--- src/rtl/argmax_classifier_if.sv ---
// Score stream and result bus of the argmax classifier.
// ARGMAX_MARGIN_EN adds the Margin result signal.
interface argmax_classifier_if #(
    parameter int unsigned SCORE_W = 26,
    parameter int unsigned IDX_W   = 4
);
    logic               Start;
    logic               ScoreValid;
    logic [SCORE_W-1:0] Score;
    logic               Busy;
    logic               Done;
    logic [IDX_W-1:0]   ClassIdx;
    logic [SCORE_W-1:0] MaxScore;
    logic               Overrun;
`ifdef ARGMAX_MARGIN_EN
    logic [SCORE_W-1:0] Margin;

    modport master (
        output Start, ScoreValid, Score,
        input  Busy, Done, ClassIdx, MaxScore, Overrun, Margin
    );
    modport slave (
        input  Start, ScoreValid, Score,
        output Busy, Done, ClassIdx, MaxScore, Overrun, Margin
    );
`else
    modport master (
        output Start, ScoreValid, Score,
        input  Busy, Done, ClassIdx, MaxScore, Overrun
    );
    modport slave (
        input  Start, ScoreValid, Score,
        output Busy, Done, ClassIdx, MaxScore, Overrun
    );
`endif
endinterface

--- src/rtl/argmax_classifier.sv ---
// Streaming argmax over NUM_CLASSES signed scores; reports winning class and score.
// ARGMAX_MARGIN_EN adds runner-up tracking and a saturated Margin output.
module argmax_classifier #(
    parameter int unsigned NUM_CLASSES = 10,
    parameter int unsigned SCORE_W     = 26,
    parameter int unsigned IDX_W       = 4
) (
    input  logic                clk,
    input  logic                GlobalReset,
    argmax_classifier_if.slave  bus
);
    localparam logic [1:0] S_IDLE  = 2'd0;
    localparam logic [1:0] S_ACCUM = 2'd1;
    localparam logic [1:0] S_DONE  = 2'd2;

    localparam logic [IDX_W-1:0] LAST_IDX = IDX_W'(NUM_CLASSES - 1);

    logic [1:0]         r_state,   w_state;
    logic [IDX_W-1:0]   r_count,   w_count;
    logic               r_busy,    w_busy;
    logic               r_done,    w_done;
    logic [IDX_W-1:0]   r_idx,     w_idx;
    logic [SCORE_W-1:0] r_max,     w_max;
    logic               r_overrun, w_overrun;
    logic               w_accept;
    logic               w_gt_max;

    assign w_gt_max = $signed(bus.Score) > $signed(r_max);

    // Next-state and result update; Start overrides everything else
    always_comb begin
        w_state   = r_state;
        w_count   = r_count;
        w_busy    = r_busy;
        w_done    = 1'b0;
        w_idx     = r_idx;
        w_max     = r_max;
        w_overrun = r_overrun;
        w_accept  = 1'b0;
        if (bus.Start) begin
            w_state   = S_ACCUM;
            w_count   = '0;
            w_busy    = 1'b1;
            w_overrun = 1'b0;
        end else begin
            case (r_state)
                S_ACCUM: begin
                    if (bus.ScoreValid) begin
                        w_accept = 1'b1;
                        if ((r_count == '0) || w_gt_max) begin
                            w_max = bus.Score;
                            w_idx = r_count;
                        end
                        w_count = r_count + IDX_W'(1);
                        if (r_count == LAST_IDX) begin
                            w_state = S_DONE;
                            w_busy  = 1'b0;
                            w_done  = 1'b1;
                        end
                    end
                end
                S_DONE: begin
                    w_state = S_IDLE;
                    w_busy  = 1'b0;
                    if (bus.ScoreValid) w_overrun = 1'b1;
                end
                default: begin
                    w_state = S_IDLE;
                    w_busy  = 1'b0;
                    if (bus.ScoreValid) w_overrun = 1'b1;
                end
            endcase
        end
    end

    always_ff @(posedge clk or negedge GlobalReset) begin
        if (!GlobalReset) begin
            r_state   <= S_IDLE;
            r_count   <= '0;
            r_busy    <= 1'b0;
            r_done    <= 1'b0;
            r_idx     <= '0;
            r_max     <= '0;
            r_overrun <= 1'b0;
        end else begin
            r_state   <= w_state;
            r_count   <= w_count;
            r_busy    <= w_busy;
            r_done    <= w_done;
            r_idx     <= w_idx;
            r_max     <= w_max;
            r_overrun <= w_overrun;
        end
    end

    assign bus.Busy     = r_busy;
    assign bus.Done     = r_done;
    assign bus.ClassIdx = r_idx;
    assign bus.MaxScore = r_max;
    assign bus.Overrun  = r_overrun;

`ifdef ARGMAX_MARGIN_EN
    localparam logic [SCORE_W-1:0] MARGIN_SAT = {1'b0, {(SCORE_W-1){1'b1}}};

    logic [SCORE_W-1:0] r_second, w_second;
    logic               r_second_vld, w_second_vld;
    logic [SCORE_W-1:0] r_margin, w_margin;
    logic [SCORE_W:0]   w_diff;

    // max >= runner-up, so the extended difference is never negative
    assign w_diff = {w_max[SCORE_W-1], w_max} - {w_second[SCORE_W-1], w_second};

    always_comb begin
        w_second     = r_second;
        w_second_vld = r_second_vld;
        w_margin     = r_margin;
        if (bus.Start) begin
            w_second_vld = 1'b0;
            w_margin     = '0;
        end else if (w_accept) begin
            if (r_count == '0) begin
                w_second_vld = 1'b0;
            end else if (w_gt_max) begin
                w_second     = r_max;
                w_second_vld = 1'b1;
            end else if (!r_second_vld || ($signed(bus.Score) > $signed(r_second))) begin
                w_second     = bus.Score;
                w_second_vld = 1'b1;
            end
            if (w_done) begin
                if (!w_second_vld)          w_margin = '0;
                else if (w_diff[SCORE_W] || w_diff[SCORE_W-1]) w_margin = MARGIN_SAT;
                else                        w_margin = w_diff[SCORE_W-1:0];
            end
        end
    end

    always_ff @(posedge clk or negedge GlobalReset) begin
        if (!GlobalReset) begin
            r_second     <= '0;
            r_second_vld <= 1'b0;
            r_margin     <= '0;
        end else begin
            r_second     <= w_second;
            r_second_vld <= w_second_vld;
            r_margin     <= w_margin;
        end
    end

    assign bus.Margin = r_margin;
`else
`endif

endmodule

--- src/flat_wrapper.sv ---
// flat-port wrapper written by rule: the top's interface ports become plain ports
module argmax_classifier_flat 
#(
    parameter int unsigned NUM_CLASSES = 10,
    parameter int unsigned SCORE_W     = 26,
    parameter int unsigned IDX_W       = 4
)
  (clk, GlobalReset, bus_Start, bus_ScoreValid, bus_Score, bus_Busy, bus_Done, bus_ClassIdx, bus_MaxScore, bus_Overrun);
  argmax_classifier_if #(.SCORE_W(SCORE_W), .IDX_W(IDX_W)) bus_i ();
  input  logic clk;
  input  logic GlobalReset;
  input wire logic [$bits(bus_i.Start)-1:0] bus_Start;
  input wire logic [$bits(bus_i.ScoreValid)-1:0] bus_ScoreValid;
  input wire logic [$bits(bus_i.Score)-1:0] bus_Score;
  output wire logic [$bits(bus_i.Busy)-1:0] bus_Busy;
  output wire logic [$bits(bus_i.Done)-1:0] bus_Done;
  output wire logic [$bits(bus_i.ClassIdx)-1:0] bus_ClassIdx;
  output wire logic [$bits(bus_i.MaxScore)-1:0] bus_MaxScore;
  output wire logic [$bits(bus_i.Overrun)-1:0] bus_Overrun;
  assign bus_i.Start = bus_Start;
  assign bus_i.ScoreValid = bus_ScoreValid;
  assign bus_i.Score = bus_Score;
  assign bus_Busy = bus_i.Busy;
  assign bus_Done = bus_i.Done;
  assign bus_ClassIdx = bus_i.ClassIdx;
  assign bus_MaxScore = bus_i.MaxScore;
  assign bus_Overrun = bus_i.Overrun;
  argmax_classifier #(.NUM_CLASSES(NUM_CLASSES), .SCORE_W(SCORE_W), .IDX_W(IDX_W)) u_core (.clk(clk), .GlobalReset(GlobalReset), .bus(bus_i));
endmodule
--- config.mk ---
export PLATFORM = sky130hd
export DESIGN_NAME = argmax_classifier_flat
export DESIGN_NICKNAME = d
export VERILOG_FILES = /design/src/rtl/argmax_classifier_if.sv /design/src/rtl/argmax_classifier.sv /design/src/flat_wrapper.sv
export SDC_FILE = /design/constraint.sdc
export NUM_CORES = 1
export LEC_CHECK = 0
export CELL_PAD_IN_SITES_DETAIL_PLACEMENT = 1
export CELL_PAD_IN_SITES_GLOBAL_PLACEMENT = 1
export CORE_ASPECT_RATIO = 0.8
export CORE_MARGIN = 4
export CORE_UTILIZATION = 37
export DETAILED_ROUTE_END_ITERATION = 10
export PLACE_DENSITY_LB_ADDON = 0.1
export SLEW_MARGIN = 10
export SYNTH_ARGS = -nofsm -noshare
export SYNTH_HDL_FRONTEND = slang
export SYNTH_SLANG_ARGS = --single-unit
--- constraint.sdc ---
create_clock -name clk -period 2.9 [get_ports clk]
set_input_delay 0.58 -clock clk [delete_from_list [all_inputs] [get_ports clk]]
set_output_delay 0.58 -clock clk [all_outputs]
set_load 0.02 [all_outputs]
==> flow_metrics.tcl <==
set metrics [dict create \
    grt_overflow_total 0 \
    grt_pass1_wl_mm 9.349 \
    ys_seq_area_share_pct 41.53 \
    holdCritPathClass "input pin to asynchronous set/reset pin" \
    critical_path_class "input pin to flip-flop" \
    tightest_slew_ns 0.8922 \
    initial_core_util_pct 38.53 \
    p_comb_share_pct 52.3 \
    ys_ff_latch 38 \
    ios 63 \
    hpwl_mm 4.139 \
    ys_top_cells_by_count "dfrtp_1 (38), inv_1 (35), ha_1 (29), mux2_4 (20)" \
    design_area_um2 3369 \
    place_area_um2 3097 \
    layout-drive-gt1-share_pct 22.57 \
    synthFlopType "dfrtp_1" \
    outcome "completed" \
    max_freq_mhz 349.4 \
    crit_start "bus_Score[22]" \
    leakage_nw 1.661 \
    die_y_um 78.36 \
    core.rowCount 25 \
    syn_avg_cell_area_um2 11.28 \
    max_slew_margin_pct 40.52 \
    power_density_nw_per_um2 779.6 \
    synth_edf_count 0 \
    synth_cell_types 29 \
    drt-initial-drc-count 27 \
    ys_top_cells_by_area "dfrtp_1 (42%), ha_1 (16%), mux2_4 (13%), inv_1 (5.7%), mux2_2 (3.9%)" \
    p_int_w 0.001674 \
    yosys_warnings 0 \
    io_buffers 62 \
    yosysMostFrequentCell "dfrtp_1" \
    synthArstFlopShare_pct 100.0 \
    yosys.area.top_type "dfrtp_1" \
    core_area_um2 5943 \
    critPathLaunchType "input pin" \
    drtAntennaViolNets 0 \
    clock_latency_ns 0.29 \
    cts_sinks 38 \
    holdWs_ns 0.4046 \
    synthCells 203 \
    r2r_setup_slack_ns 0.32 \
    final_core_util_pct 56.69 \
    r2r_start "u_core.bus.MaxScore[22]" \
    hold_viol 0 \
    dp.cells 357 \
    endpoint_kind "flip-flop" \
    grt_max_degree 39 \
    syn_area_um2 2290 \
    setup_viol 0 \
    die_area_um2 7519 \
    synth_top_cell_area_share_pct 41.53 \
    antenna_found_initial 0 \
    fin_nets 346 \
    path_max_fanout 5 \
    globalplace.congestion 0.7295 \
    critPathSlowestCell "clkdlybuf4s50_1" \
    power.share.clock_pct 17.3 \
    crit_path_cell_trace "clkdlybuf4s50_1, ha_1, nand4_1, nor4_4, buf_4, a221oi_2, o211ai_1, a21boi_4, buf_12, clkbuf_16, mux2_4" \
    synth.net_count 262 \
    reg2regPathDepth 11 \
    drc 0 \
    area_growth_syn_to_layout_pct 47.16 \
    fin_crit_sh_pct 98.70 \
    numCtsBuffers 5 \
    fin_cells 369 \
    grt_use_total_pct 15.95 \
    switching_share_pct 36.28 \
    drv_slew 0 \
    routedWlPerCell_um 16.12 \
    power_frac_seq_pct 30.4 \
    period_needed_ns 2.862 \
    tns_ns 0 \
    cts_tree "done" \
    clockRootBuffer "clkbuf_8" \
    max_stage_delay_ns 0.52 \
    cts_buffer_depth 2 \
    finClkSkew_ns 0.006211 \
    num_vias 1763 \
    firstDrtPassIters 4 \
    diodes 0 \
    cp.arrival_ns 3.04 \
    die_x_um 95.95 \
    r2r-end "u_core.bus.MaxScore[22]" \
    cp_data_required_time_ns 3.08 \
    peakVddDrop_uv 299.7 \
    grt_pass1_vias 1917 \
    clk_pin_slew_worst_paths_ns 0.08 \
    htreeDepth 2 \
    via_per_inst 4.778 \
    cap_violations 0 \
    p_sw_w 0.0009531 \
    holdBufCountCts 0 \
    finalWirelength_mm 5.948 \
    endpoint "u_core.bus.MaxScore[22]" \
]
-- state kept, by name (all words and copies together) (netlist names) --
| name | count |
|---|---|
| u_core.r_state | 2 |
| u_core.bus.ClassIdx | 4 |
| u_core.bus.MaxScore | 26 |
| u_core.bus.Overrun | 1 |
| u_core.r_count | 4 |
| u_core.bus.Done | 1 |
-- final cells by class --
class                           count  area [um^2]
Clock buffer                        5        68.82
Sequential cell                    38        950.9
Timing Repair Buffer               81        840.8
Clock inverter                      3        40.04
Inverter                           35        131.4
Fill cell                         644         2574
Multi-Input combinational cell    126         1236
Tap cell                           81        101.3
-- stage by stage --
stage / total power (W) / setup slack, ns
6_report: 0.002627 / 0.03784
4_1_cts: 0.002537 / 0.005373
3_5_place_dp: 0.002061 / -0.3234
5_1_grt: 0.002827 / -0.08690
2_1_floorplan: 0.001511 / 0.3744
3_3_place_gp: 0.002033 / -0.2781
-- per-layer routing --
layer | wire length (um) | up-vias | part of all wire (%) | track usage [%]
met3 | 291 | 6 | 4.9 | 4.023
met1 | 2739 | 858 | 46 | 21.71
met4 | 44 | 0 | 0.74 | 4.688
met5 | 0 | - | 0 | 0
met2 | 2872 | 37 | 48 | 24.91
li1 | - | 862 | - | -
-- power by group through the flow --
| stage | Combinational, W | Sequential, W | Clock (W) |
|---|---|---|---|
| finish | 0.00137 | 0.000797 | 0.000455 |
| global route | 0.00150 | 0.000825 | 0.000497 |
| CTS | 0.00127 | 0.000799 | 0.000469 |
| detailed placement | 0.00126 | 0.000804 | 0 |
| global placement | 0.00123 | 0.000802 | 0 |
| floorplan | 0.000554 | 0.000957 | 0 |
-- how the worst min path moves through the flow --
stage	cells after the start	slack, ns	to
6_report	1	0.40	u_core.bus.MaxScore[10]
5_1_grt	1	0.47	u_core.bus.MaxScore[10]
4_1_cts	1	0.44	u_core.bus.MaxScore[11]
3_5_place_dp	1	0.50	u_core.bus.ClassIdx[0]
3_3_place_gp	2	0.48	u_core.bus.Overrun
2_1_floorplan	0	0.28	u_core.bus.ClassIdx[0]
-- cell families after synthesis --
group                      Yosys count  synth area share, %
AOI/OAI and AO/OA                   26                7.104
xor gates and xnor gates             2               0.7652
and+or+nand+nor                     38                8.252
muxes                               31                18.36
buffers and inverters               39                8.142
adders and majority gates           29                15.85
DFF                                 38                41.53
-- what timing repair did --
item                                    4_1_cts  5_1_grt
endpoints found under the setup margin       11       28
gates cloned                                  0        2
pin swaps                                     0       11
setup buffers                                 0        2
resized for setup                             1       13
-- placed cells by master (no fill, tap or decap), drive strengths merged --
cell | netlist | routed
inv | 35 | 35
buf | 3 | 18
clkbuf | 1 | 7
nor3b | 1 | 1
mux2i | 3 | 3
o211ai | 2 | 2
ha | 29 | 29
a211oi | 2 | 2
nor4 | 3 | 3
or3 | 1 | 1
xnor2 | 2 | 2
a21boi | 1 | 1
nand2b | 3 | 3
mux2 | 28 | 28
clkdlybuf4s50 | 0 | 57
a221oi | 1 | 1
a21oi | 11 | 11
nand3 | 2 | 2
dfrtp | 38 | 38
nand4 | 5 | 5
a2111oi | 1 | 1
nand2 | 11 | 11
clkinv | 0 | 2
dlymetal6s2s | 0 | 4
nor2 | 11 | 11
bufinv | 0 | 1
o21bai | 1 | 1
o221a | 1 | 1
nand3b | 1 | 1
o21ai | 6 | 6
-- critical path: cells and delay by family --
family                     cells  cell delay, ns
buffers and inverters          4            0.95
AOI/OAI and AO/OA              3            0.71
muxes                          1            0.30
adders and majority gates      1            0.25
and+or+nand+nor                2            0.25
(Power assumes the default switching activity.)
==> RTL change: new RTL, same flow settings <==
`NUM_CLASSES` is set to 10 in 2 places; all go to 8.
--- a/src/rtl/argmax_classifier.sv
+++ b/src/rtl/argmax_classifier.sv
@@ -1,7 +1,7 @@
 // Streaming argmax over NUM_CLASSES signed scores; reports winning class and score.
 // ARGMAX_MARGIN_EN adds runner-up tracking and a saturated Margin output.
 module argmax_classifier #(
-    parameter int unsigned NUM_CLASSES = 10,
+    parameter int unsigned NUM_CLASSES = 8,
     parameter int unsigned SCORE_W     = 26,
     parameter int unsigned IDX_W       = 4
 ) (
--- a/src/flat_wrapper.sv
+++ b/src/flat_wrapper.sv
@@ -1,7 +1,7 @@
 // flat-port wrapper written by rule: the top's interface ports become plain ports
 module argmax_classifier_flat 
 #(
-    parameter int unsigned NUM_CLASSES = 10,
+    parameter int unsigned NUM_CLASSES = 8,
     parameter int unsigned SCORE_W     = 26,
     parameter int unsigned IDX_W       = 4
 )
Check against the original RTL: not equivalent (Yosys sat finds a counterexample within 10 cycles, from zero or initial values and one cycle with GlobalReset low).
==> RTL change against the unedited design <==
  * Sequential share of layout area up 0.76 points
  * Global-route usage down 0.95 points
  * Worst setup slack gained 0.042 ns
  * Power fell by 0.53%
  * Design area is 2.6% lower
  * Routed wire length shrank 6.3%
  * Cell count fell by 1.1%
  * Sequential cell count unchanged
  * Via count grew 0.40%
  * Die area increased by 2.7%
  * Area after synthesis grew 3.0%
  * Clock skew rose by 0.00078 ns
==> RTL change: results (changes against the unedited design) <==
Parameter                              Value

Status
  Status    completed

Detailed routing
  Routed length on met2    2780 um (-3.3%)
  Routed metal-1 wirelength    2530 um (-7.7%)
  Wire length on met3    228 um (-22%)
  1st-iter DRT viols    34 (+26%)
  Detailed-route via count    1770 (+0.40%)

Global route
  Global-route met2 utilization    0.271 (+0.0222)
  Global-route wire length before repair    9410 um (+0.66%)
  Total global-route track usage    0.150 (-0.00950)
  Via count of the first global-routing pass    1944 (+1.4%)
  GRT met3 Usage    0.0367 (-0.00355)

Finish
  Final cell utilization of the core    0.543 (-0.0235)
  Fraction of layout instances using a drive strength above 1    0.218 (-0.00738)

Setup path
  Worst endpoint data arrival time    2.99 ns (-0.05 ns)
  Kind of cell adding the most delay to the critical path    simple AND/OR/NAND/NOR gates
  Slack of the worst reg-to-reg path    0.41 ns (+0.09 ns)
  Launch instance of the worst register-to-register path    u_core.bus.MaxScore[17]
  Largest fanout on the critical path    10 (+5)
  Count of cells along the worst register-to-register path    9 (-2)

Timing
  Time the worst path needs with I/O delays and setup    2.82 ns (-0.0422 ns)
  Hold_ws    0.404 ns (-0.000241 ns)
  Worst setup skew after layout    0.00699 ns (+0.000783 ns)

Yosys
  Nets in the synthesized netlist    261 (-0.38%)
  Synth Area in Adders    0.149 (-0.00993)
  Synth cell count leaders    sky130_fd_sc_hd__dfrtp_1 (38), sky130_fd_sc_hd__inv_1 (32), sky130_fd_sc_hd__ha_1 (28)
  Part of the Yosys area used for sequential elements    0.403 (-0.0121)
  Count of cell types in the netlist    36 (+24%)
  Fraction of synthesized area in multiplexers    0.166 (-0.0181)
  Most area-consuming cells after synthesis    sky130_fd_sc_hd__dfrtp_1 (40%), sky130_fd_sc_hd__ha_1 (15%), sky130_fd_sc_hd__mux2_4 (13%), sky130_fd_sc_hd__inv_1 (5.1%), sky130_fd_sc_hd__mux2_2 (3.8%)
  Xor/xnor cell area share of the yosys netlist    0.0111 (+0.00349)

Placed design
  DP Wirelength    4270 um (+3.1%)

Power and ir drop
  Internal power    1.66 mW (-0.64%)
RTL change: changes by cell type in the layout (fill, tap and decap cells not counted), sizes merged, moves of 3 or more:
cell           unedited run  this run
nor2b                     0         3
inv                      35        32
clkdlybuf4s50            57        61
nand2                    11         8
mux2i                     3         0
a21oi                    11        14
buf                      18        15
dlymetal6s2s              4         0
nor3                      0         7
RTL change: area by class of cell:
cell class / count / share of cell area
clock inverter: 1 / 0.00915
inverter: 32 / 0.0366
sequential: 38 / 0.290
multi-input combinational: 129 / 0.378
timing repair buffer: 77 / 0.232
clock buffer: 7 / 0.0233
tap: 81 / 0.0309
RTL change: timing repair:
action / CTS / global route
resized for setup: 0 / 2
setup endpoints to repair: 0 / 4
setup buffers: 0 / 0
RTL change: power by group through the flow:
stage / registers (mW) / logic (mW) / clock network [mW]
2_1_floorplan: 0.983 / 0.627 / 0
5_1_grt: 0.838 / 1.48 / 0.485
3_3_place_gp: 0.817 / 1.31 / 0
4_1_cts: 0.816 / 1.35 / 0.457
6_report: 0.814 / 1.36 / 0.442
3_5_place_dp: 0.824 / 1.34 / 0
RTL change: worst max-delay path by stage:
stage / from / cells after the start / end
2_1_floorplan: bus_Score[7] / 8 / u_core.bus.ClassIdx[0]
6_report: bus_Score[17] / 9 / u_core.bus.MaxScore[13]
4_1_cts: bus_Score[5] / 9 / u_core.bus.MaxScore[25]
3_3_place_gp: bus_Score[3] / 9 / u_core.bus.MaxScore[1]
5_1_grt: bus_Score[15] / 9 / u_core.bus.MaxScore[3]
3_5_place_dp: bus_Score[5] / 9 / u_core.bus.MaxScore[25]
RTL change: stage by stage:
stage	TNS [ns]	cells
2_1_floorplan	0	203
3_3_place_gp	-3.88	356
3_5_place_dp	-4.79	356
4_1_cts	0	364
5_1_grt	-0.706	365
6_report	0	365
